### config.mk
export PLATFORM = sky130hd
export DESIGN_NAME = ifu_fetch_flat
export DESIGN_NICKNAME = d
export VERILOG_FILES = /design/src/rtl/mips_lite_pkg.sv /design/src/rtl/ifu_fetch_if.sv /design/src/rtl/ifu_queue.sv /design/src/rtl/ifu_fetch.sv /design/src/flat_wrapper.sv
export SDC_FILE = /design/constraint.sdc
export NUM_CORES = 1
export LEC_CHECK = 0
export ABC_AREA = 1
export CAP_MARGIN = 10
export CORE_MARGIN = 2
export CORE_UTILIZATION = 50
export CTS_CLUSTER_DIAMETER = 150
export DETAILED_ROUTE_END_ITERATION = 8
export PLACE_DENSITY = 0.84
export SKIP_LAST_GASP = 1
export SLEW_MARGIN = 20
export SYNTH_ARGS = -nofsm -noshare
export SYNTH_HDL_FRONTEND = slang
export SYNTH_SLANG_ARGS = --single-unit
### constraint.sdc
create_clock -name clk -period 3.6 [get_ports clk]
set_clock_uncertainty 0.2 [all_clocks]
set_input_delay 0.54 -clock clk [delete_from_list [all_inputs] [get_ports clk]]
set_output_delay 0.54 -clock clk [all_outputs]
set_load 0.1 [all_outputs]
### src/rtl/mips_lite_pkg.sv
// Shared fetch-side types and constants for the MIPS-lite datapath.
// Provides the reset PC default, word-align mask and fetch FSM states.
package mips_lite_pkg;

  localparam logic [31:0] RESET_PC_DEF = 32'h0000_3000;
  localparam logic [31:0] WORD_MASK = 32'hFFFF_FFFC;

  typedef enum logic [1:0] {
    IDLE,
    RUN,
    DRAIN
  } fetch_state_e;

  function automatic logic [31:0] word_align(
    input logic [31:0] a
  );
    return a & WORD_MASK;
  endfunction

endpackage

### src/rtl/ifu_fetch_if.sv
// Instruction memory request/grant bus between fetch and imem.
// master: fetch side (req/addr out); slave: memory side.
interface ifu_fetch_if;

  logic        imem_req;
  logic [31:0] imem_addr;
  logic        imem_gnt;
  logic        imem_rvalid;
  logic [31:0] imem_rdata;

  modport master (
    output imem_req,
    output imem_addr,
    input  imem_gnt,
    input  imem_rvalid,
    input  imem_rdata
  );

  modport slave (
    input  imem_req,
    input  imem_addr,
    output imem_gnt,
    output imem_rvalid,
    output imem_rdata
  );

endinterface

### src/rtl/ifu_queue.sv
// Synchronous FIFO with flush; head is presented combinationally.
// Ports: push/din, pop/dout, flush, count, full, empty.
module ifu_queue #(
  parameter int DEPTH = 2,
  parameter int WIDTH = 64,
  localparam int CW = $clog2(DEPTH + 1),
  localparam int AW = (DEPTH > 1) ? $clog2(DEPTH) : 1
) (
  input  logic             clk,
  input  logic             rst_n,
  input  logic             flush,
  input  logic             push,
  input  logic [WIDTH-1:0] din,
  input  logic             pop,
  output logic [WIDTH-1:0] dout,
  output logic [CW-1:0]    count,
  output logic             full,
  output logic             empty
);

  logic [WIDTH-1:0] mem [DEPTH];
  logic [AW-1:0]    wr_ptr;
  logic [AW-1:0]    rd_ptr;
  logic             do_push;
  logic             do_pop;

  function automatic logic [AW-1:0] nxt(
    input logic [AW-1:0] p
  );
    return (p == AW'(DEPTH - 1)) ? '0 : p + 1'b1;
  endfunction

  assign full    = (count == CW'(DEPTH));
  assign empty   = (count == '0);
  assign do_push = push && !full;
  assign do_pop  = pop && !empty;
  assign dout    = mem[rd_ptr];

  always_ff @(posedge clk or negedge rst_n) begin
    if (!rst_n) begin
      wr_ptr <= '0;
      rd_ptr <= '0;
      count  <= '0;
      for (int i = 0; i < DEPTH; i++) begin
        mem[i] <= '0;
      end
    end else if (flush) begin
      wr_ptr <= '0;
      rd_ptr <= '0;
      count  <= '0;
    end else begin
      if (do_push) begin
        mem[wr_ptr] <= din;
        wr_ptr      <= nxt(wr_ptr);
      end
      if (do_pop) begin
        rd_ptr <= nxt(rd_ptr);
      end
      unique case ({do_push, do_pop})
        2'b10:   count <= count + 1'b1;
        2'b01:   count <= count - 1'b1;
        default: count <= count;
      endcase
    end
  end

endmodule

### src/rtl/ifu_fetch.sv
// Fetch unit: PC register, imem req/gnt issue, in-order tag FIFO and
// instruction queue to decode; redirects flush and drain stale reads.
module ifu_fetch
  import mips_lite_pkg::*;
#(
  parameter logic [31:0] RESET_PC = RESET_PC_DEF,
  parameter int          QDEPTH   = 2
) (
  input  logic        clk,
  input  logic        rst_n,
  output logic [31:0] fetch_pc,
  input  logic        redirect,
  input  logic [31:0] redirect_pc,
  ifu_fetch_if.master imem,
  output logic        id_valid,
  output logic [31:0] id_instr,
  output logic [31:0] id_pc,
  input  logic        id_ready
);

  localparam int CW = $clog2(QDEPTH + 1);

  fetch_state_e state;

  logic [CW-1:0] outstanding;
  logic [CW-1:0] q_count;
  logic [CW:0]   inflight;
  logic          t_full;
  logic          t_empty;
  logic          q_full;
  logic          q_empty;
  logic [31:0]   t_pc;
  logic [63:0]   q_dout;
  logic          grant;
  logic          rv;
  logic          keep;
  logic          drain_go;

  // Cap covers both queued and in-flight words so a
  // returning response always has a queue slot.
  assign inflight = {1'b0, outstanding} + {1'b0, q_count};

  assign imem.imem_req = (state == RUN) && !redirect
                      && !t_full && !q_full
                      && (inflight < (CW + 1)'(QDEPTH));
  assign imem.imem_addr = fetch_pc;

  assign grant = imem.imem_req && imem.imem_gnt;
  // rvalid with nothing in flight is ignored.
  assign rv    = imem.imem_rvalid && !t_empty;
  // In DRAIN every response is stale; redirect kills the
  // coincident response too.
  assign keep  = rv && (state == RUN) && !redirect;

  // Responses still owed after this cycle's rvalid.
  assign drain_go = (outstanding > CW'(rv));

  // Tag FIFO count doubles as the outstanding counter.
  ifu_queue #(
    .DEPTH(QDEPTH),
    .WIDTH(32)
  ) u_tag (
    .clk  (clk),
    .rst_n(rst_n),
    .flush(1'b0),
    .push (grant),
    .din  (fetch_pc),
    .pop  (rv),
    .dout (t_pc),
    .count(outstanding),
    .full (t_full),
    .empty(t_empty)
  );

  ifu_queue #(
    .DEPTH(QDEPTH),
    .WIDTH(64)
  ) u_iq (
    .clk  (clk),
    .rst_n(rst_n),
    .flush(redirect),
    .push (keep),
    .din  ({t_pc, imem.imem_rdata}),
    .pop  (id_ready),
    .dout (q_dout),
    .count(q_count),
    .full (q_full),
    .empty(q_empty)
  );

  assign id_valid = !q_empty;
  assign id_pc    = q_dout[63:32];
  assign id_instr = q_dout[31:0];

  always_ff @(posedge clk or negedge rst_n) begin
    if (!rst_n) begin
      state    <= IDLE;
      fetch_pc <= RESET_PC;
    end else begin
      if (redirect) begin
        fetch_pc <= word_align(redirect_pc);
      end else if (grant) begin
        fetch_pc <= fetch_pc + 32'd4;
      end
      if (redirect) begin
        state <= drain_go ? DRAIN : RUN;
      end else begin
        unique case (state)
          IDLE:    state <= RUN;
          RUN:     state <= RUN;
          DRAIN:   state <= drain_go ? DRAIN : RUN;
          default: state <= IDLE;
        endcase
      end
    end
  end

endmodule

### src/flat_wrapper.sv
// flat-port wrapper written by rule: the top's interface ports become plain ports
module ifu_fetch_flat import mips_lite_pkg::*;
#(
  parameter logic [31:0] RESET_PC = RESET_PC_DEF,
  parameter int          QDEPTH   = 2
)
  (clk, rst_n, fetch_pc, redirect, redirect_pc, id_valid, id_instr, id_pc, id_ready, imem_imem_req, imem_imem_addr, imem_imem_gnt, imem_imem_rvalid, imem_imem_rdata);
  ifu_fetch_if imem_i ();
  input  logic clk;
  input  logic rst_n;
  output logic [31:0] fetch_pc;
  input  logic redirect;
  input  logic [31:0] redirect_pc;
  output logic id_valid;
  output logic [31:0] id_instr;
  output logic [31:0] id_pc;
  input  logic id_ready;
  output wire logic [$bits(imem_i.imem_req)-1:0] imem_imem_req;
  output wire logic [$bits(imem_i.imem_addr)-1:0] imem_imem_addr;
  input wire logic [$bits(imem_i.imem_gnt)-1:0] imem_imem_gnt;
  input wire logic [$bits(imem_i.imem_rvalid)-1:0] imem_imem_rvalid;
  input wire logic [$bits(imem_i.imem_rdata)-1:0] imem_imem_rdata;
  assign imem_imem_req = imem_i.imem_req;
  assign imem_imem_addr = imem_i.imem_addr;
  assign imem_i.imem_gnt = imem_imem_gnt;
  assign imem_i.imem_rvalid = imem_imem_rvalid;
  assign imem_i.imem_rdata = imem_imem_rdata;
  ifu_fetch #(.RESET_PC(RESET_PC), .QDEPTH(QDEPTH)) u_core (.clk(clk), .rst_n(rst_n), .fetch_pc(fetch_pc), .redirect(redirect), .redirect_pc(redirect_pc), .imem(imem_i), .id_valid(id_valid), .id_instr(id_instr), .id_pc(id_pc), .id_ready(id_ready));
endmodule
# Word level (Yosys, flattened, before mapping)
# Cells that the tools add are included.
# totals
out_inout_bits,130
ff_bits,234
inputBits,70
word_cells,100
# classes
order_cmp,8
mux,28
n_reduce_logical,29
addsub,10
n_eq_ne,8
n_bitwise,5
# ops
operator,n
$mux W64,4
$mux W32,6
$bwmux W128,1
$bwmux W64,1
$demux W64 S1,1
$add A32 B3 Y32 const B,1
$demux W32 S1,1
$logic_and A1 B1 Y1,14
$pmux W2 S2,3
$eq A2 B2 Y1 const B,5
$ge A2 B2 Y1 const B,4
$mux W1,8
$not A1 Y2,4
$reduce_bool A2 Y1,4
$eq A2 B1 Y1 const B,3
$logic_not A2 Y1,3
$mux W2,3
$logic_not A1 Y1,5
$add A1 B1 Y1 const B,4
$add A2 B1 Y2 const B,2
$lt A2 B1 Y1 const B,2
$sub A2 B1 Y2 const B,2
$add A2 B2 Y3,1
$lt A3 B2 Y1 const B,1
other kinds (5),5

# Logic depth before layout (Yosys ltp)
# depth
depth_word,9
ltp_mapped,12
depth_no_buf,11

# By module
# From an unflattened synthesis, not the netlist that was laid out.
# hier_totals
hier_cells,1494
hier_area_um2,11972.7
# by_module_without_submodules
module,area_per_inst_um2,cells_per_inst,seq_area_each_um2,instances
ifu_queue at u_core.u_iq,6092.1,719,3303.2,1
ifu_queue at u_core.u_tag,3228.1,377,1701.6,1
ifu_fetch,2652.5,398,803.3,1

# Worst setup path after synthesis
# No wires, ideal clock.
# synth_timing
kind,reg2out
from,register u_core.u_iq.rd_ptr
to,output port id_pc[24]
n_path_buf,2
required_time_ns,2.860
path_stages_with_launch,4
slack_ns,0.035
arrival_ns,2.825
cell_sequence,dfrtp_1 clkbuf_1 clkbuf_1 o21ai_0
# synth_via
elab_chain_len,4
# synth_lines
item,line_no,rtl
start: declaration,ifu_queue.sv:23,logic [AW-1:0] rd_ptr;
start signal: assignment,ifu_queue.sv:57,rd_ptr <= nxt(rd_ptr);
$not A1 Y2 (implied by the code),ifu_queue.sv:37,assign dout = mem[rd_ptr];
$mux W64 (implied by the code) (3 in series),ifu_queue.sv:37,
end: declaration,flat_wrapper.sv:16,output logic [31:0] id_pc;
# Every way passes these cells. The select of a mux whose other input is x is not followed.

# Final worst setup path
# layout_timing
from,register u_core.u_tag.count[0]
to,register u_core.u_tag.mem[2] (netlist bit)
# layout_via
elab_chain_len,7
word_cells_on_any_way,9
cone_classes,1 x add/sub; 1 x order compare; 1 x eq/ne; 6 x reduce/logical
# layout_lines
item,line_no,rtl
start: declaration,ifu_queue.sv:16,"output logic [CW-1:0] count,"
start signal: assignment,ifu_queue.sv:60,2'b10: count <= count + 1'b1;
start signal: assignment,ifu_queue.sv:61,2'b01: count <= count - 1'b1;
start signal: assignment,ifu_queue.sv:62,default: count <= count;
branches (longest 6 deep; another with $add A2 B2 Y3),n/a,
$logic_and A1 B1 Y1 *,ifu_queue.sv:35,assign do_push = push && !full;
end signal: indexed assignment,ifu_queue.sv:53,mem[wr_ptr] <= din;
end: declaration,ifu_queue.sv:21,logic [WIDTH-1:0] mem [DEPTH];
# Mark *: on every way between the ends.
# A chain may end at the register's enable or synchronous reset.

==> impl_metrics.csv <==
group,metric,value,unit
global_routing,grt_pass1_vias,9629,
sta,final-hold-violation-count,0,
sta,max_freq,327,MHz
sta,rsz0062_at_grt,"no",
pwr,total_power,13.4,mW
die,die_x,155,um
clock_tree,cts_tree,"done",
layout,num_antenna_cells,0,
critical_path,crit_fanout,33,
detailed_routing,antenna_left,0,
die,row_count,55,
die,die_area,0.0241,mm2
critical_path,critPathRequiredTime,3.80,ns
yosys,syn_area,0.0114,mm2
yosys,syn_avg_cell_area,7.65,um2
critical_path,arrival,3.26,ns
sta,slew_viol_final,0,
detailed_routing,firstDrtPassIters,5,
global_routing,overflow,0,
layout,layout.nets,1698,
layout,layout-drive-gt1-share,0.153,
sta,worst_pin_slew,0.971,ns
pwr,leakage,6.96,nW
clock_tree,clk_pin_slew_worst_paths,0.06,ns
die,start_util,0.507,
clock_tree,clk_latency,0.52,ns
clock_tree,cts_sinks,224,
global_routing,grt_max_degree,79,
critical_path,criticalPathCategory,"reg -> reg",
yosys,ys_seq_area_frac,0.490,
layout,synthToLayoutAreaGrowth,21.0,%
layout,n_fill_cell,1943,
clock_tree,root_buffer,"clkbuf_16",
clock_tree,numCtsBuffers,24,
placed_design,hpwlAfterDp,19200,um
flow_run,cap_violations,0,
detailed_routing,via_count,9954,
global_routing,grt_usage,0.240,
placed_design,dp.cells,1882,
die,io-pin-count,200,
status,outcome,"complete, no violations",
detailed_routing,routed_wl,28500,um
yosys,synth_seq_cells,224,
detailed_routing,avgRoutedWirePerCell,14.8,um
placed_design,gp_congestion,0.950,
sta,fin_hold_ws,0.275,ns
layout,final_cells,1926,
global_routing,grt_pass1_wl,47600,um
layout,layout_common_cells,"nand2_1, dfrtp_1, o21ai_0, inv_1, buf_4",
detailed_routing,drc_errors,0,
yosys,synthDistinctLibCells,29,
sta,max-slew-margin-rel,0.350,
detailed_routing,viasPerCell,5.17,
yosys,yosys_warnings,0,
pwr,pwr_density_cell,969,mW/mm2
min_path,hold_path.class,"reg -> reg",
critical_path,cp-end-kind,"flop",
sta,tns,0,ns
detailed_routing,drtIter0Drc,709,
placed_design,portBuffers,191,
global_routing,antenna_found_initial,0,
sta,finalCriticalPeriod,3.06,ns
sta,fin_crit_sh,0.849,
yosys,synthCells,1494,
sta,setup_viol,0,
pwr,vdd.ir_drop.worst,0.466,mV
die,die_y,155,um
clock_tree,htree_levels,1,
clock_tree,post_cts_resized,0,
critical_path,start_kind,"flop",
layout,mostFrequentLayoutCell,"nand2_1",
clock_tree,clock_path_buffers,3,
die,core-area,0.0226,mm2
## timing repair
action	4_1_cts	5_1_grt
setup buffers	0	0
hold buffers	1	0
endpoints found under the hold margin	72	0
## through the flow
stage	instance area, um2	setup slack, ns	util
final	13800	0.542	0.613
after global routing	13800	0.320	0.613
after CTS	13800	0.528	0.613
after detailed placement	13000	0.522	0.574
after global placement	13000	0.541	0.574
after floorplan	11500	0.0345	-
## sequential cells by signal (all words and copies together) (netlist names)
register             cells
u_core.state             2
u_core.u_tag.mem        60
u_core.u_tag.rd_ptr      1
u_core.u_tag.wr_ptr      1
u_core.u_iq.count        2
u_core.fetch_pc         30
u_core.u_iq.wr_ptr       1
u_core.u_iq.mem        124
u_core.u_iq.rd_ptr       1
u_core.u_tag.count       2
## final cells by class
cell class,instances,area (um2),area share
clock buffers,33,686,0.0495
repair buffers,209,1850,0.134
multi-input cells,1033,4660,0.337
flip-flops and latches,224,5610,0.406
clock inverters,10,178,0.0128
well taps,285,357,0.0258
inverters,132,498,0.0360
## critical path: stages (launching register included)
cell	delay [ns]
dfrtp_1	0.46
nand2_1	0.10
inv_1	0.05
fa_1	0.43
nor2_1	0.15
nand2_1	0.10
nor2_4	0.10
nand3_4	0.22
inv_4	0.34
nand2_4	0.34
buf_12	0.29
nand2_1	0.09
o21ai_2	0.05
## logic make-up (layout without fill, tap and decap cells)
logic type	after synthesis	count (layout)	share of synthesized area
AOI/OAI and AO/OA	267	267	0.137
xor gates and xnor gates	6	6	0.00460
adders and majority gates	4	4	0.00503
buffers and inverters	242	384	0.104
DFF	224	224	0.490
other	1	6	0.000328
and+or+nand+nor	750	750	0.259
## Yosys cell counts, drive strengths merged
cell,number,area share
o21ai,264,0.14
inv,131,0.043
dfstp,2,0.0046
xnor2,1,0.00077
clkbuf,37,0.012
nand2,623,0.21
nand3,58,0.026
buf,73,0.048
conb,1,0.00033
a21oi,3,0.0013
fa,1,0.0018
clkinv,1,0.00033
ha,3,0.0033
nand4,5,0.0027
xor2,5,0.0038
nor2,64,0.023
dfrtp,222,0.49
## power breakdown
part,internal (mW),switching (mW)
clock network,1.69,0.997
logic,1.45,5.39
registers,3.37,0.527
total,6.50,6.91
## metal layers
| layer | wire, um | vias up | global-route usage |
|---|---|---|---|
| met3 | 1890 | 46 | 0.0301 |
| met5 | 0 | - | 0 |
| met1 | 12900 | 4660 | 0.340 |
| li1 | - | 4903 | - |
| met2 | 13000 | 345 | 0.397 |
| met4 | 660 | 0 | 0.0590 |
## worst paths after layout
path                       cells after the start                  start  slack (ns)                  end
max                                           12  u_core.u_tag.count[0]        0.54  u_core.u_tag.mem[2]
min                                            1        u_core.state[1]        0.27      u_core.state[0]
max reg2reg                                   12  u_core.u_tag.count[0]        0.54  u_core.u_tag.mem[2]
min reg2reg                                    1        u_core.state[1]        0.27      u_core.state[0]
max in group asynchronous                      3                  rst_n        1.88   u_core.u_iq.mem[7]
min in group asynchronous                      2                  rst_n        0.37  u_core.fetch_pc[28]
Power figures use the tool's default switching activity.
